$ cat src/rtl/overlay_pixel_mixer_if.sv
// Show-ahead overlay FIFO port: head-of-queue pixel, empty flag and pop strobe.
interface overlay_pixel_mixer_if #(
  parameter int pixelWidth = 24
);
  logic [pixelWidth-1:0] fifoData;
  logic                  fifoEmpty;
  logic                  fifoRead;

  modport master (input fifoData, input fifoEmpty, output fifoRead);
  modport slave  (output fifoData, output fifoEmpty, input fifoRead);
endinterface

$ cat src/rtl/overlay_pixel_mixer.sv
// Overlay window mixer between the HDMI timing counters and the transmitter;
// replaces background with FIFO pixels inside a per-frame latched window.
module overlay_pixel_mixer #(
  parameter int hBusWidth  = 12,
  parameter int vBusWidth  = 12,
  parameter int pixelWidth = 24
) (
  input  logic                  clock,
  input  logic                  reset,
  input  logic [hBusWidth-1:0]  hCount,
  input  logic [vBusWidth-1:0]  vCount,
  input  logic                  deIn,
  input  logic                  hsyncIn,
  input  logic                  vsyncIn,
  input  logic [pixelWidth-1:0] bgRgb,
  input  logic                  ovlEnable,
  input  logic [hBusWidth-1:0]  ovlX,
  input  logic [vBusWidth-1:0]  ovlY,
  input  logic [hBusWidth-1:0]  ovlW,
  input  logic [vBusWidth-1:0]  ovlH,
  input  logic                  keyEnable,
  input  logic [pixelWidth-1:0] keyColour,
  overlay_pixel_mixer_if.master fifo,
  output logic                  frameSync,
  output logic                  underflow,
  output logic [pixelWidth-1:0] rgbOut,
  output logic                  deOut,
  output logic                  hsyncOut,
  output logic                  vsyncOut
);

  typedef enum logic [1:0] {WAIT_FRAME, ACTIVE, STALLED} state_t;

  state_t                state, state_next;
  logic                  vsync_prev, vsync_edge;
  logic                  lat_enable, lat_key_enable;
  logic [hBusWidth-1:0]  lat_x, lat_w;
  logic [vBusWidth-1:0]  lat_y, lat_h;
  logic [pixelWidth-1:0] lat_key;
  logic [hBusWidth:0]    h_end;
  logic [vBusWidth:0]    v_end;
  logic                  in_window, fifo_read, stall;
  logic [pixelWidth-1:0] pixel_sel;
  logic [pixelWidth-1:0] s1_rgb;
  logic                  s1_de, s1_hs, s1_vs;

  assign vsync_edge = vsyncIn & ~vsync_prev;

  // One extra bit on the window end keeps X+W from wrapping past the raster.
  always_comb begin
    h_end     = {1'b0, lat_x} + {1'b0, lat_w};
    v_end     = {1'b0, lat_y} + {1'b0, lat_h};
    in_window = deIn & lat_enable
              & (hCount >= lat_x) & ({1'b0, hCount} < h_end)
              & (vCount >= lat_y) & ({1'b0, vCount} < v_end);
  end

  always_comb begin
    state_next = state;
    fifo_read  = 1'b0;
    stall      = 1'b0;
    case (state)
      ACTIVE: begin
        fifo_read = in_window & ~fifo.fifoEmpty;
        stall     = in_window & fifo.fifoEmpty;
        if (stall) state_next = STALLED;
      end
      default: ;
    endcase
    if (vsync_edge) state_next = ACTIVE;
  end

  assign fifo.fifoRead = fifo_read;

  // Key-coloured words are still popped but show the background.
  always_comb begin
    pixel_sel = bgRgb;
    if (!deIn)
      pixel_sel = '0;
    else if (fifo_read && !(lat_key_enable && (fifo.fifoData == lat_key)))
      pixel_sel = fifo.fifoData;
  end

  always_ff @(posedge clock or posedge reset) begin
    if (reset) begin
      state          <= WAIT_FRAME;
      vsync_prev     <= 1'b1;
      frameSync      <= 1'b0;
      underflow      <= 1'b0;
      lat_enable     <= 1'b0;
      lat_key_enable <= 1'b0;
      lat_x          <= '0;
      lat_y          <= '0;
      lat_w          <= '0;
      lat_h          <= '0;
      lat_key        <= '0;
    end else begin
      state      <= state_next;
      vsync_prev <= vsyncIn;
      frameSync  <= vsync_edge;
      if (stall) underflow <= 1'b1;
      if (vsync_edge) begin
        lat_enable     <= ovlEnable;
        lat_key_enable <= keyEnable;
        lat_x          <= ovlX;
        lat_y          <= ovlY;
        lat_w          <= ovlW;
        lat_h          <= ovlH;
        lat_key        <= keyColour;
      end
    end
  end

  always_ff @(posedge clock or posedge reset) begin
    if (reset) begin
      s1_rgb   <= '0;
      s1_de    <= 1'b0;
      s1_hs    <= 1'b0;
      s1_vs    <= 1'b0;
      rgbOut   <= '0;
      deOut    <= 1'b0;
      hsyncOut <= 1'b0;
      vsyncOut <= 1'b0;
    end else begin
      s1_rgb   <= pixel_sel;
      s1_de    <= deIn;
      s1_hs    <= hsyncIn;
      s1_vs    <= vsyncIn;
      rgbOut   <= s1_rgb;
      deOut    <= s1_de;
      hsyncOut <= s1_hs;
      vsyncOut <= s1_vs;
    end
  end

endmodule

$ cat src/flat_wrapper.sv
// flat-port wrapper written by rule: the top's interface ports become plain ports
module overlay_pixel_mixer_flat 
#(
  parameter int hBusWidth  = 12,
  parameter int vBusWidth  = 12,
  parameter int pixelWidth = 24
)
  (clock, reset, hCount, vCount, deIn, hsyncIn, vsyncIn, bgRgb, ovlEnable, ovlX, ovlY, ovlW, ovlH, keyEnable, keyColour, frameSync, underflow, rgbOut, deOut, hsyncOut, vsyncOut, fifo_fifoData, fifo_fifoEmpty, fifo_fifoRead);
  overlay_pixel_mixer_if #(.pixelWidth(pixelWidth)) fifo_i ();
  input  logic clock;
  input  logic reset;
  input  logic [hBusWidth-1:0] hCount;
  input  logic [vBusWidth-1:0] vCount;
  input  logic deIn;
  input  logic hsyncIn;
  input  logic vsyncIn;
  input  logic [pixelWidth-1:0] bgRgb;
  input  logic ovlEnable;
  input  logic [hBusWidth-1:0] ovlX;
  input  logic [vBusWidth-1:0] ovlY;
  input  logic [hBusWidth-1:0] ovlW;
  input  logic [vBusWidth-1:0] ovlH;
  input  logic keyEnable;
  input  logic [pixelWidth-1:0] keyColour;
  output logic frameSync;
  output logic underflow;
  output logic [pixelWidth-1:0] rgbOut;
  output logic deOut;
  output logic hsyncOut;
  output logic vsyncOut;
  input wire logic [$bits(fifo_i.fifoData)-1:0] fifo_fifoData;
  input wire logic [$bits(fifo_i.fifoEmpty)-1:0] fifo_fifoEmpty;
  output wire logic [$bits(fifo_i.fifoRead)-1:0] fifo_fifoRead;
  assign fifo_i.fifoData = fifo_fifoData;
  assign fifo_i.fifoEmpty = fifo_fifoEmpty;
  assign fifo_fifoRead = fifo_i.fifoRead;
  overlay_pixel_mixer #(.hBusWidth(hBusWidth), .vBusWidth(vBusWidth), .pixelWidth(pixelWidth)) u_core (.clock(clock), .reset(reset), .hCount(hCount), .vCount(vCount), .deIn(deIn), .hsyncIn(hsyncIn), .vsyncIn(vsyncIn), .bgRgb(bgRgb), .ovlEnable(ovlEnable), .ovlX(ovlX), .ovlY(ovlY), .ovlW(ovlW), .ovlH(ovlH), .keyEnable(keyEnable), .keyColour(keyColour), .fifo(fifo_i), .frameSync(frameSync), .underflow(underflow), .rgbOut(rgbOut), .deOut(deOut), .hsyncOut(hsyncOut), .vsyncOut(vsyncOut));
endmodule
$ cat config.mk
export PLATFORM = sky130hd
export DESIGN_NAME = overlay_pixel_mixer_flat
export DESIGN_NICKNAME = d
export VERILOG_FILES = /design/src/rtl/overlay_pixel_mixer_if.sv /design/src/rtl/overlay_pixel_mixer.sv /design/src/flat_wrapper.sv
export SDC_FILE = /design/constraint.sdc
export NUM_CORES = 1
export LEC_CHECK = 0
export ABC_AREA = 1
export CAP_MARGIN = 20
export CORE_MARGIN = 2
export CORE_UTILIZATION = 33
export DETAILED_ROUTE_END_ITERATION = 6
export SYNTH_ARGS = -nofsm -noshare
export SYNTH_HDL_FRONTEND = slang
export SYNTH_SLANG_ARGS = --single-unit
$ cat constraint.sdc
create_clock -name clock -period 8.11 [get_ports clock]
set_input_delay 2.0275 -clock clock [delete_from_list [all_inputs] [get_ports clock]]
set_output_delay 2.0275 -clock clock [all_outputs]
set_load 0.03 [all_outputs]
==> flow_metrics.py, run 1 <==
metrics = {
    "run_status": {
        "status": "finished, final reports clean",
    },
    "worst_setup_path": {
        "worstSetupStartpoint": "vCount[1]",
        "setup.worst_path.start_class": "primary input",
        "required_ns": 6.08,
        "worstRegToRegCells": 19,
        "crit-reg2reg-launch": "u_core.lat_h[2]",
        "cp-end-kind": "output pin",
        "worstPathArrival_ns": 4.57,
        "cp_max_fo": 2,
        "critPathKind": "primary input to output pin",
    },
    "clocking": {
        "root_buffer": "clkbuf_16",
        "cts_sinks": 133,
        "clkTransAtPathRegs_ns": 0.06,
        "ctsHoldBuffers": 0,
        "post_cts_buffers": 0,
        "cts_tree": "done",
        "cts_made_buffers": 17,
        "clock_latency_ns": 0.42,
        "clockBufferDepth": 2,
        "cts_resized": 0,
        "htreeDepth": 4,
    },
    "sta": {
        "hold_viol_final": 0,
        "setup_viol_count_final": 0,
        "rsz0062_at_grt": "false",
        "fin_crit_sh": 0.813,
        "slew_viol_final": 0,
        "fin_setup_tns_ns": 0,
        "min_period_ns": 6.60,
        "worst_pin_slew_ns": 1.00,
        "max_freq_mhz": 152,
        "relSlewSlack": 0.331,
        "finalClockSkew_ns": 0.0112,
    },
    "die": {
        "initial_core_util": 0.336,
        "core_area_mm2": 0.0218,
        "num_rows": 54,
        "boundaryPins": 182,
        "die-area_mm2": 0.0235,
        "die_h_um": 153,
        "die_w_um": 153,
    },
    "global_routing": {
        "grt_usage": 0.163,
        "antenna_found_initial": 1,
        "gr-total-overflow": 0,
        "grt_pass1_wl_um": 30300,
        "grt_pass1_vias": 6155,
        "grt_max_degree": 103,
    },
    "synth": {
        "synth_seq_area_share": 0.454,
        "ys.flop_type": "dfrtp_1",
        "synth_seq_cells": 133,
        "synth_cells": 883,
        "synth.avg_cell_area_um2": 8.31,
        "synthTopCellsByArea": "dfrtp_1, nand2_1, ha_1",
        "synth_area_leader_cell": "dfrtp_1",
        "netlist_area_mm2": 0.00734,
        "synth_cell_types": 37,
        "yosys_warnings": 0,
        "synth.most_common_cell": "nand2_1",
        "synth_nets": 1107,
        "synth_edf_count": 0,
        "async_reset_ff_frac": 1.00,
        "synth_commonest_cells": "nand2_1, dfrtp_1, nor2_1",
        "synth_top_cell_area_share": 0.450,
    },
    "detailed_routing": {
        "drt_iter0_markers": 238,
        "viasPerCell": 4.52,
        "routedWlPerCell_um": 13.8,
        "drt-pass1-iter-count": 4,
        "drt_wl_total_um": 18700,
        "ant_nets": 0,
        "vias": 6128,
        "drc": 0,
    },
    "power_and_ir_drop": {
        "netSwitchingFraction": 0.310,
        "p_sw_mw": 0.667,
        "pwr-share-clk": 0.376,
        "vdd_ir_drop_max_v": 0.000126,
        "seqPwrFrac": 0.355,
        "p_comb_frac": 0.269,
        "total_power_mw": 2.15,
        "p_int_mw": 1.48,
        "leakage_nw": 4.98,
        "pwr_density_cell_mw_per_mm2": 214,
    },
    "cells_and_area": {
        "syn2layout_area_growth_pct": 37.2,
        "drive_above_1_share": 0.0613,
        "multiInputGateArea_mm2": 0.00355,
        "fin_nets": 1287,
        "insertedDiodeCount": 0,
        "layout.area.seq_mm2": 0.00333,
        "fillerInstances": 2178,
        "fin_util": 0.461,
    },
    "worst_hold_path": {
        "hold_depth": 0,
        "hp-class": "flop to flop",
        "hp-start": "u_core.s1_rgb[6]",
    },
    "placement": {
        "gp_congestion": 0.811,
        "place_hpwl_um": 13900,
        "numPortBuffers": 181,
    },
    "job": {
        "maxCapViolCount": 0,
    },
}
area by class of cell:
class | count | area share
sequential | 133 | 0.331
inverter | 93 | 0.0352
multi-input combinational | 630 | 0.353
clock buffer | 18 | 0.0426
timing repair buffer | 188 | 0.185
clock inverter | 14 | 0.0189
tap | 280 | 0.0348
logic make-up (layout without fill, tap and decap cells):
logic type | after synthesis | count (layout) | synth area share
flops | 133 | 133 | 0.454
xor+xnor | 37 | 37 | 0.0442
compound gates | 89 | 89 | 0.0643
simple gates | 432 | 432 | 0.249
fa+ha+maj | 72 | 72 | 0.125
buf+inv | 120 | 313 | 0.0644
layer usage:
metal	global-route usage	share of wire
met1	0.214	0.47
met4	0.0648	0.024
met5	0	0
met3	0.0360	0.045
met2	0.262	0.46
state kept, by name, summed over array words and instances, names as in the netlist, 2 cells and up:
| register | flops |
|---|---|
| u_core.lat_h | 12 |
| u_core.lat_key | 24 |
| u_core.lat_w | 12 |
| u_core.lat_x | 12 |
| u_core.lat_y | 12 |
| u_core.rgbOut | 24 |
| u_core.s1_rgb | 24 |
| u_core.state | 2 |
stage by stage:
step / hold slack [ns] / setup WS (ns) / instances / area [µm²]
2_1_floorplan: 0.331 / 2.53 / 883 / 7340
3_3_place_gp: 0.332 / 1.44 / 1324 / 9450
3_5_place_dp: 0.335 / 1.45 / 1324 / 9450
4_1_cts: 0.348 / 1.42 / 1356 / 10100
5_1_grt: 0.355 / 1.27 / 1356 / 10100
6_report: 0.347 / 1.51 / 1356 / 10100
path summary, 6_finish.rpt:
check / end / slack [ns]
worst max-delay path: fifo_fifoRead / 1.51
worst min-delay path: u_core.rgbOut[6] / 0.35
worst max register to register: u_core.s1_rgb[20] / 4.23
worst min register to register: u_core.rgbOut[6] / 0.35
max in group asynchronous: u_core.s1_de / 4.71
min in group asynchronous: u_core.lat_y[10] / 2.09
cells in the final DEF (no fill, tap or decap), drive strengths merged:
cell / count
nand4: 39
nor4: 1
o21ai: 37
o2111ai: 1
a21boi: 1
xnor2: 13
buf: 7
or2: 5
nor3: 2
nor2: 97
clkdlybuf4s50: 181
ha: 70
xor2: 24
o21a: 2
bufinv: 3
a31oi: 1
a21o: 3
nand2: 269
fa: 2
o21bai: 1
clkinv: 5
a21oi: 42
inv: 98
clkbuf: 18
nand3: 15
nand3b: 3
o221ai: 1
clkinvlp: 1
dfstp: 1
dfrtp: 132
nor2b: 1
power groups by stage:
stage                     registers [mW]  clock network, mW  logic (mW)
after floorplan                    0.783                  0       0.373
after global placement             0.774                  0       0.578
after detailed placement           0.775                  0       0.584
after CTS                          0.763              0.834       0.588
after global routing               0.770              0.865       0.665
final                              0.762              0.809       0.578
worst max-delay path, cell delays in order:
cell and delay [ns]:
clkdlybuf4s50_1 0.44, ha_1 0.32, a21oi_1 0.07, o21ai_0 0.22
nand3_1 0.11, nand3_1 0.09, nor2_1 0.04, nor2_1 0.25
nand4_2 0.22, inv_1 0.11, clkdlybuf4s50_1 0.67
Power figures use the tool's default switching activity.
==> run 2, diff against run 1 <==
==> constraint.sdc (replaced) <==
create_clock -name clock -period 5.9 [get_ports clock]
set_input_delay 1.475 -clock clock [delete_from_list [all_inputs] [get_ports clock]]
set_output_delay 1.475 -clock clock [all_outputs]
set_load 0.03 [all_outputs]
==> run 2 against run 1 <==
Critical path depth increased by 5. Combinational power increased by 39%. Cell area increased by 0.58%. First-iteration DRC count up 16%. Utilization increased by 0.27 points. Total power increased by 40%. Register-to-register slack lost 2.1 ns. Largest power group unchanged. Hold slack improved by 0.0016 ns. Sequential power rose by 38%. Clock power grew 45%. Critical path type is now flop to output pin.
==> flow_metrics.py, run 2 (synthesis results as in run 1) <==
metrics = {
    "worst_setup_path": {
        "cp_slowest_stage_delay_ns": 0.39,
        "path_cells": "ha_1, a21oi_1, nand2_1, a21oi_1, o21ai_0, a21oi_1, nor2_1, nor2_1, xor2_1, ha_1, inv_1, nor2_1, o2111ai_2, nand4_2, inv_1, dlymetal6s2s_1",
        "required_ns": 4.43,
        "worstPathArrival_ns": 3.71,
        "cp-end-kind": "output pin",
        "cp_max_fo": 4,
        "critPathKind": "flop to output pin",
        "critPathTopFamily": "compound AO/OA/AOI/OAI gates",
        "path_buf_inv": 3,
        "setup.worst_path.start_class": "flop",
        "slowest_stage": "dfrtp_1",
    },
    "clocking": {
        "root_buffer": "clkbuf_16",
        "clockBufferDepth": 2,
        "clkTransAtPathRegs_ns": 0.06,
        "cts_made_buffers": 17,
        "cts_tree": "done",
        "ctsHoldBuffers": 0,
        "cts_resized": 0,
        "cts_sinks": 133,
        "post_cts_buffers": 0,
        "clock_latency_ns": 0.42,
        "htreeDepth": 4,
    },
    "worst_hold_path": {
        "hp-class": "flop to flop",
    },
    "global_routing": {
        "antenna_found_initial": 0,
        "grt_pass1_wl_um": 31200,
        "gr-total-overflow": 0,
        "grt_max_degree": 51,
        "grt_pass1_vias": 6290,
        "grt_usage": 0.167,
    },
    "sta": {
        "finalClockSkew_ns": 0.00672,
        "max_freq_mhz": 193,
        "rsz0062_at_grt": "false",
        "min_period_ns": 5.19,
        "relSlewSlack": 0.555,
        "fin_setup_tns_ns": 0,
        "slew_viol_final": 0,
        "hold_viol_final": 0,
        "fin_crit_sh": 0.879,
        "worst_pin_slew_ns": 0.665,
        "setup_viol_count_final": 0,
    },
    "power_and_ir_drop": {
        "leakage_nw": 5.03,
        "pwr_density_cell_mw_per_mm2": 298,
        "vdd_ir_drop_max_v": 0.000178,
    },
    "cells_and_area": {
        "insertedDiodeCount": 0,
        "final_common_cell": "nand2_1",
        "drive_above_1_share": 0.0659,
        "reg_top3": "u_core.lat_key (24), u_core.rgbOut (24), u_core.s1_rgb (24)",
        "fillerInstances": 2141,
        "layout_common_cells": "nand2_1, clkdlybuf4s50_1, dfrtp_1",
        "syn2layout_area_growth_pct": 38.0,
        "fin_nets": 1289,
        "fin_util": 0.464,
    },
    "die": {
        "die-area_mm2": 0.0235,
        "core_area_mm2": 0.0218,
        "boundaryPins": 182,
        "num_rows": 54,
        "initial_core_util": 0.336,
        "die_h_um": 153,
        "die_w_um": 153,
    },
    "placement": {
        "place_hpwl_um": 14200,
        "gp_congestion": 0.806,
        "numPortBuffers": 181,
    },
    "detailed_routing": {
        "routedWlPerCell_um": 14.0,
        "drt-pass1-iter-count": 4,
        "ant_nets": 0,
        "viasPerCell": 4.54,
        "drc": 0,
        "drt_wl_total_um": 19000,
        "drt_iter0_markers": 277,
        "vias": 6162,
    },
    "job": {
        "maxCapViolCount": 0,
    },
    "run_status": {
        "status": "finished, final reports clean",
    },
}
==> run 2: cell count changes in the layout (fill, tap and decap cells not counted), sizes merged <==
cell / before / now
clkdlybuf4s50: 181 / 180
buf: 7 / 9
bufinv: 3 / 4
clkinvlp: 1 / 0
dlymetal6s2s: 0 / 1
==> run 2: metrics by stage <==
| step | cells | total power, mW | hold WS, ns | setup slack [ns] | area (µm²) |
|---|---|---|---|---|---|
| after detailed placement | 1326 | 1.87 | 0.336 | 0.353 | 9460 |
| after CTS | 1358 | 3.06 | 0.348 | 0.162 | 10100 |
| after floorplan | 883 | 1.59 | 0.331 | 0.872 | 7340 |
| after global routing | 1358 | 3.22 | 0.349 | 0.395 | 10100 |
| final | 1358 | 3.02 | 0.348 | 0.711 | 10100 |
| after global placement | 1326 | 1.86 | 0.333 | 0.376 | 9460 |
==> run 2: area by class of cell <==
class / instances / area, µm² / share of cell area
flip-flops and latches: 133 / 3330 / 0.329
well taps: 280 / 350 / 0.0346
clock inverters: 14 / 213 / 0.0210
clock buffers: 18 / 439 / 0.0434
repair buffers: 190 / 1880 / 0.186
inverters: 93 / 354 / 0.0350
multi-input cells: 630 / 3560 / 0.351
==> run 2: path summary, 6_finish.rpt <==
path | startpoint | end | slack, ns | cells after the start
max | u_core.lat_h[2] | fifo_fifoRead | 0.71 | 16
min | u_core.s1_rgb[3] | u_core.rgbOut[3] | 0.35 | 0
max reg2reg | u_core.lat_h[2] | u_core.s1_rgb[0] | 2.09 | 17
min reg2reg | u_core.s1_rgb[3] | u_core.rgbOut[3] | 0.35 | 0
max in group asynchronous | reset | u_core.rgbOut[4] | 3.49 | 3
min in group asynchronous | reset | u_core.lat_y[10] | 1.47 | 2
==> run 2: where the power goes <==
part	total [mW]	leakage (nW)	internal [mW]	switching, mW
registers	1.05	1.66	1.00	0.0479
clock network	1.17	0.320	0.733	0.433
logic	0.801	3.06	0.362	0.439
==> run 2: per-layer routing <==
metal,routed length (µm),global-route usage
met1,8890,0.219
met2,8880,0.273
met3,853,0.0360
met4,374,0.0608
met5,0,0
